==> src/rtl/dft_pkg.sv <==
// Shared types and default widths for the DFT sample load / compute datapath.
// Imported by the cache loader, the control FSM and the compute cache.
package dft_pkg;

  localparam int DFT_ADDR_W = 12;
  localparam int DFT_DATA_W = 16;

  typedef enum logic [1:0] {
    LD_IDLE,
    LD_READ,
    LD_DRAIN,
    LD_DONE
  } ld_state_t;

endpackage

==> src/rtl/sample_cache_loader_rd_lat_pipe.sv <==
// Valid+address delay line matching the sample RAM read latency, so each
// returning data word is paired with the address that requested it.
module rd_lat_pipe
  import dft_pkg::*;
#(
  parameter int ADDR_W = DFT_ADDR_W,
  parameter int DEPTH  = 1
) (
  input  logic              clk,
  input  logic              rst,
  input  logic              ce,
  input  logic              in_valid,
  input  logic [ADDR_W-1:0] in_adr,
  output logic              out_valid,
  output logic [ADDR_W-1:0] out_adr,
  output logic              inner_busy
);

  logic              valid_reg [DEPTH];
  logic [ADDR_W-1:0] adr_reg   [DEPTH];

  genvar gi;
  generate
    for (gi = 0; gi < DEPTH; gi++) begin : g_stage
      logic              stage_valid;
      logic [ADDR_W-1:0] stage_adr;

      if (gi == 0) begin : g_head
        assign stage_valid = in_valid;
        assign stage_adr   = in_adr;
      end else begin : g_tail
        assign stage_valid = valid_reg[gi-1];
        assign stage_adr   = adr_reg[gi-1];
      end

      always_ff @(posedge clk) begin
        if (rst) begin
          valid_reg[gi] <= 1'b0;
          adr_reg[gi]   <= '0;
        end else if (ce) begin
          valid_reg[gi] <= stage_valid;
          adr_reg[gi]   <= stage_adr;
        end
      end
    end
  endgenerate

  assign out_valid = valid_reg[DEPTH-1];
  assign out_adr   = adr_reg[DEPTH-1];

  // Everything except the output stage: once these are empty the pipe drains
  // on the next enabled edge, which lets the done pulse follow the last write.
  always_comb begin
    inner_busy = 1'b0;
    for (int i = 0; i < DEPTH - 1; i++) begin
      inner_busy = inner_busy | valid_reg[i];
    end
  end

endmodule

==> src/rtl/sample_cache_loader.sv <==
// Copies sample_num words from the sample RAM (addresses 0..N-1) into the
// compute cache at one word per enabled cycle, then pulses data_to_cache_loaded.
module sample_cache_loader
  import dft_pkg::*;
#(
  parameter int ADDR_W = DFT_ADDR_W,
  parameter int DATA_W = DFT_DATA_W,
  parameter int RD_LAT = 1
) (
  input  logic              clk,
  input  logic              rst,
  input  logic              ce,
  input  logic              start,
  input  logic [ADDR_W-1:0] sample_num,
  output logic              mem_rd_en,
  output logic [ADDR_W-1:0] mem_rd_adr,
  input  logic [DATA_W-1:0] mem_rd_data,
  output logic              cache_wr_en,
  output logic [ADDR_W-1:0] cache_wr_adr,
  output logic [DATA_W-1:0] cache_wr_data,
  output logic              busy,
  output logic              data_to_cache_loaded
);

  ld_state_t         state_reg;
  logic [ADDR_W-1:0] n_reg;
  logic [ADDR_W-1:0] rd_cnt_reg;
  logic              rd_en_reg;
  logic              busy_reg;
  logic              done_reg;

  logic              pipe_valid;
  logic [ADDR_W-1:0] pipe_adr;
  logic              pipe_inner_busy;
  logic [ADDR_W-1:0] last_adr;

  // Terminal compare on N-1 keeps N = 2^ADDR_W-1 from wrapping the counter.
  assign last_adr = n_reg - ADDR_W'(1);

  always_ff @(posedge clk) begin
    if (rst) begin
      state_reg  <= LD_IDLE;
      n_reg      <= '0;
      rd_cnt_reg <= '0;
      rd_en_reg  <= 1'b0;
      busy_reg   <= 1'b0;
      done_reg   <= 1'b0;
    end else if (ce) begin
      case (state_reg)
        LD_IDLE: begin
          if (start) begin
            n_reg      <= sample_num;
            rd_cnt_reg <= '0;
            busy_reg   <= 1'b1;
            // An empty load still passes through DRAIN so the done pulse
            // lands two cycles after start, like a pipe with nothing in it.
            if (sample_num == '0) begin
              state_reg <= LD_DRAIN;
            end else begin
              state_reg <= LD_READ;
              rd_en_reg <= 1'b1;
            end
          end
        end
        LD_READ: begin
          if (rd_cnt_reg == last_adr) begin
            rd_en_reg <= 1'b0;
            state_reg <= LD_DRAIN;
          end else begin
            rd_cnt_reg <= rd_cnt_reg + ADDR_W'(1);
          end
        end
        LD_DRAIN: begin
          if (!pipe_inner_busy) begin
            state_reg <= LD_DONE;
            done_reg  <= 1'b1;
          end
        end
        LD_DONE: begin
          done_reg  <= 1'b0;
          busy_reg  <= 1'b0;
          state_reg <= LD_IDLE;
        end
        default: state_reg <= LD_IDLE;
      endcase
    end
  end

  rd_lat_pipe #(
    .ADDR_W(ADDR_W),
    .DEPTH (RD_LAT)
  ) u_rd_lat_pipe (
    .clk       (clk),
    .rst       (rst),
    .ce        (ce),
    .in_valid  (rd_en_reg),
    .in_adr    (rd_cnt_reg),
    .out_valid (pipe_valid),
    .out_adr   (pipe_adr),
    .inner_busy(pipe_inner_busy)
  );

  // Strobes are qualified by ce so a held state never repeats a read, write or done.
  assign mem_rd_en            = rd_en_reg & ce;
  assign mem_rd_adr           = rd_cnt_reg;
  assign cache_wr_en          = pipe_valid & ce;
  assign cache_wr_adr         = pipe_adr;
  assign cache_wr_data        = pipe_valid ? mem_rd_data : '0;
  assign busy                 = busy_reg;
  assign data_to_cache_loaded = done_reg & ce;

endmodule

==> config.mk <==
export PLATFORM = sky130hd
export DESIGN_NAME = sample_cache_loader
export DESIGN_NICKNAME = d
export VERILOG_FILES = /design/src/rtl/dft_pkg.sv /design/src/rtl/sample_cache_loader_rd_lat_pipe.sv /design/src/rtl/sample_cache_loader.sv
export SDC_FILE = /design/constraint.sdc
export NUM_CORES = 1
export LEC_CHECK = 0
export ABC_CLOCK_PERIOD_IN_PS = 4800
export CAP_MARGIN = 40
export CORE_ASPECT_RATIO = 0.8
export CORE_UTILIZATION = 50
export DETAILED_ROUTE_END_ITERATION = 16
export PLACE_DENSITY = 0.84
export SYNTH_ARGS = -nofsm -noshare
export SYNTH_HDL_FRONTEND = slang
export SYNTH_HIERARCHICAL = 1
export SYNTH_SLANG_ARGS = --single-unit
==> constraint.sdc <==
create_clock -name clk -period 4.8 [get_ports clk]
set_input_delay 1.2 -clock clk [delete_from_list [all_inputs] [get_ports clk]]
set_output_delay 1.2 -clock clk [all_outputs]
set_load 0.05 [all_outputs]
==> flow_summary_export.csv <==
group,metric,value,unit
synthesis,syn_inst,296,
flow_run,cap_violations,0,
critical_path,critPathRequiredTime,3.60,ns
final_layout,final_common_cell,"clkdlybuf4s50_1",
clock_network,cts_resized,0,
final_layout,final_layout_size_suffix_gt1_share,6.83,%
route,drt-total-wl,6530,um
sta,finalSetupViolCount,0,
clock_network,cts.sinks,42,
final_layout,register_area,971,um^2
route,num_vias,2395,
final_layout,synthToLayoutAreaGrowth,33.1,%
pwr,powerDensity,255,nW/um^2
global_routing,antenna_found_initial,0,
critical_path,critPathMostFrequentCell,"clkdlybuf4s50_1",
critical_path,cp.buffers_inverters,2,
synthesis,yosys_warnings,6,
floorplanning,die_w,82.2,um
sta,worst_pin_slew,0.926,ns
floorplanning,start_util,54.0,%
route,dr.pass1.iters,5,
floorplanning,num_io_pins,76,
clock_network,cts_tree,"built",
route,avgRoutedWirePerCell,15.3,um
route,dr.first_iter.drc_count,147,
placement,io_buffers,75,
final_layout,nets,403,
critical_path,crit_path_top_delay_cell,"clkdlybuf4s50_1",
critical_path,max_stage_delay,0.80,ns
final_layout,design_area,3420,um^2
sta,rsz0062_at_grt,"false",
sta,period_needed,4.14,ns
sta,setup_tns,0,ns
synthesis,synth-edff-count,13,
floorplanning,die_area,5440,um^2
final_layout,final_cells,426,
final_layout,multiInputGateArea,1490,um^2
final_layout,mostFrequentLayoutCells,"75 x clkdlybuf4s50_1, 44 x nand2_1, 29 x dfxtp_1",
clock_network,numCtsBuffers,5,
final_layout,antennaDiodeCount,0,
sta,hold_violations,0,
synthesis,synth_seq_cells,42,
critical_path,endpoint,"data_to_cache_loaded",
global_routing,grt-ovfl-total,0,
sta,slew_viol_final,0,
clock_network,path_clk_slew,0.08,ns
clock_network,ctsHoldBuffers,0,
worst_hold_path,hold_path.class,"reg -> reg",
sta,fin_hold_ws,0.478,ns
synthesis,synth_flop_cell,"dfxtp_1",
critical_path,crit_cells,3,
global_routing,grt_pass1_wl,10600,um
global_routing,grt_pass1_vias,2162,
placement,dpl-instance-area,3330,um^2
synthesis,synth_area_per_cell,8.69,um^2
pwr,leakagePower,1.28,nW
critical_path,startpoint,"ce",
clock_network,postCtsSetupRepairBufs,0,
clock_network,root_buffer,"clkbuf_8",
synthesis,syn_nets,334,
critical_path,critical_path_arrival,2.94,ns
route,route.detailed.drc,0,
floorplanning,coreArea,4760,um^2
clock_network,h-tree-depth,2,
synthesis,yosysSeqAreaShare,37.7,%
critical_path,worstSetupEndpointType,"output pin",
critical_path,startpoint_type,"primary input",
sta,slew_headroom,37.8,%
critical_path,cp_max_fo,15,
floorplanning,num_rows,22,
route,viasPerCell,5.62,
critical_path,r2r_start,"n_reg[0]",
critical_path,reg2reg_slack,1.59,ns
synthesis,synth_cell_types,56,
placement,dp.cells,418,
global_routing,grt_max_degree,22,
sta,fin_skew,0.00508,ns
clock_network,clockBufferDepth,2,
placement,hpwl,5060,um
critical_path,crit_family,"buffers and inverters",
global_routing,grt_usage,25.9,%
floorplanning,fp.dieH,66.2,um
critical_path,crit_chain,"clkdlybuf4s50_1, and2_1, clkdlybuf4s50_1",
placement,gp_congestion,0.858,
critical_path,rr_endpoint,"mem_rd_adr[0]",
synthesis,syn_area,2570,um^2
critical_path,rr_worst_depth,9,
sta,max_freq,242,MHz
pwr,vdd_drop_max,0.213,mV
status,status,"finished clean",
synthesis,synthArstFlopShare,0,%
clock_network,clk_latency,0.29,ns
final_layout,final.fill_count,383,
sta,min_period_over_period,86.2,%
critical_path,critPathKind,"in -> out",
route,ant_nets,0,
==> metal layers <==
| layer | routed length [um] | track usage [%] | vias up |
|---|---|---|---|
| li1 | - | - | 1186 |
| met1 | 2950 | 34.9 | 1106 |
| met2 | 3090 | 41.8 | 97 |
| met3 | 437 | 5.93 | 6 |
| met4 | 52 | 6.14 | 0 |
| met5 | 0 | 0 | - |
==> logic make-up (layout without fill, tap and decap cells) <==
group,Yosys count,after routing,synth area share (%)
AOI/OAI and AO/OA,53,53,13.2
other,1,1,0.146
xor gates and xnor gates,15,15,5.40
and+or+nand+nor,152,152,34.2
adders and majority gates,6,6,2.92
muxes,5,5,2.04
DFF,42,42,37.7
buffers and inverters,22,92,4.28
==> layout make-up <==
type,instances,share of cell area (%)
Clock buffer,7,2.63
Clock inverter,1,0.146
Inverter,7,0.767
Multi-Input combinational cell,232,43.6
Sequential cell,42,28.4
Tap cell,60,2.19
Timing Repair Buffer,77,22.4
==> worst min path at each step <==
stage                            to  cells after the start       from  slack, ns
after floorplan           n_reg[11]                      2  n_reg[11]       0.45
after global placement    n_reg[11]                      2  n_reg[11]       0.46
after detailed placement  n_reg[11]                      2  n_reg[11]       0.47
after CTS                 n_reg[11]                      2  n_reg[11]       0.48
after global routing      n_reg[11]                      2  n_reg[11]       0.50
final                     n_reg[11]                      2  n_reg[11]       0.48
==> tightest hold or removal path: cells and delay by family (launching register included) <==
kind / cells / cell delay (ns)
flip-flops: 1 / 0.32
AO/OA/AOI/OAI: 1 / 0.05
AND/OR/NAND/NOR: 1 / 0.06
==> synth_stat cells (2+ instances only) <==
| library cell | count | share of area, % |
|---|---|---|
| dfxtp_1 | 29 | 23 |
| buf_6 | 3 | 1.3 |
| and3b_2 | 3 | 1.2 |
| xor2_1 | 3 | 1.0 |
| ha_1 | 6 | 2.9 |
| inv_1 | 6 | 0.88 |
| a31oi_1 | 2 | 0.49 |
| xnor2_1 | 11 | 3.7 |
| and3_1 | 3 | 0.73 |
| nand3_1 | 7 | 1.4 |
| nand2b_1 | 6 | 1.5 |
| a21oi_1 | 25 | 4.9 |
| or3_1 | 5 | 1.2 |
| and2_1 | 20 | 4.9 |
| mux2_1 | 2 | 0.88 |
| nor3_1 | 8 | 1.6 |
| and3b_1 | 11 | 3.7 |
| o211ai_1 | 3 | 0.88 |
| nor3b_1 | 2 | 0.58 |
| nand2_1 | 44 | 6.4 |
| nor4_1 | 7 | 1.7 |
| o21ai_1 | 8 | 1.6 |
| o31ai_1 | 3 | 0.88 |
| or4_1 | 5 | 1.5 |
| nor2b_1 | 3 | 0.73 |
| nor3_2 | 2 | 0.78 |
| clkbuf_1 | 10 | 1.5 |
| nor2_1 | 16 | 2.3 |
| mux2i_1 | 3 | 1.2 |
| edfxtp_1 | 13 | 15 |
| o21ai_0 | 2 | 0.39 |
==> stage by stage <==
stage | power [mW] | utilization, % | setup slack (ns)
2_1_floorplan | 0.562 | - | 1.73
3_3_place_gp | 0.632 | 69.9 | 0.680
3_5_place_dp | 0.638 | 69.9 | 0.681
4_1_cts | 0.876 | 71.9 | 0.670
5_1_grt | 0.912 | 71.9 | 0.602
6_report | 0.874 | 71.9 | 0.661
==> where the power goes <==
group / total [mW] / internal (mW) / switching, mW / leakage (nW)
clock: 0.242 / 0.122 / 0.121 / 0.0517
sequential: 0.395 / 0.380 / 0.0157 / 0.378
combinational: 0.236 / 0.0971 / 0.139 / 0.852
total: 0.874 / 0.599 / 0.275 / 1.28
(Power assumes the default switching activity.)
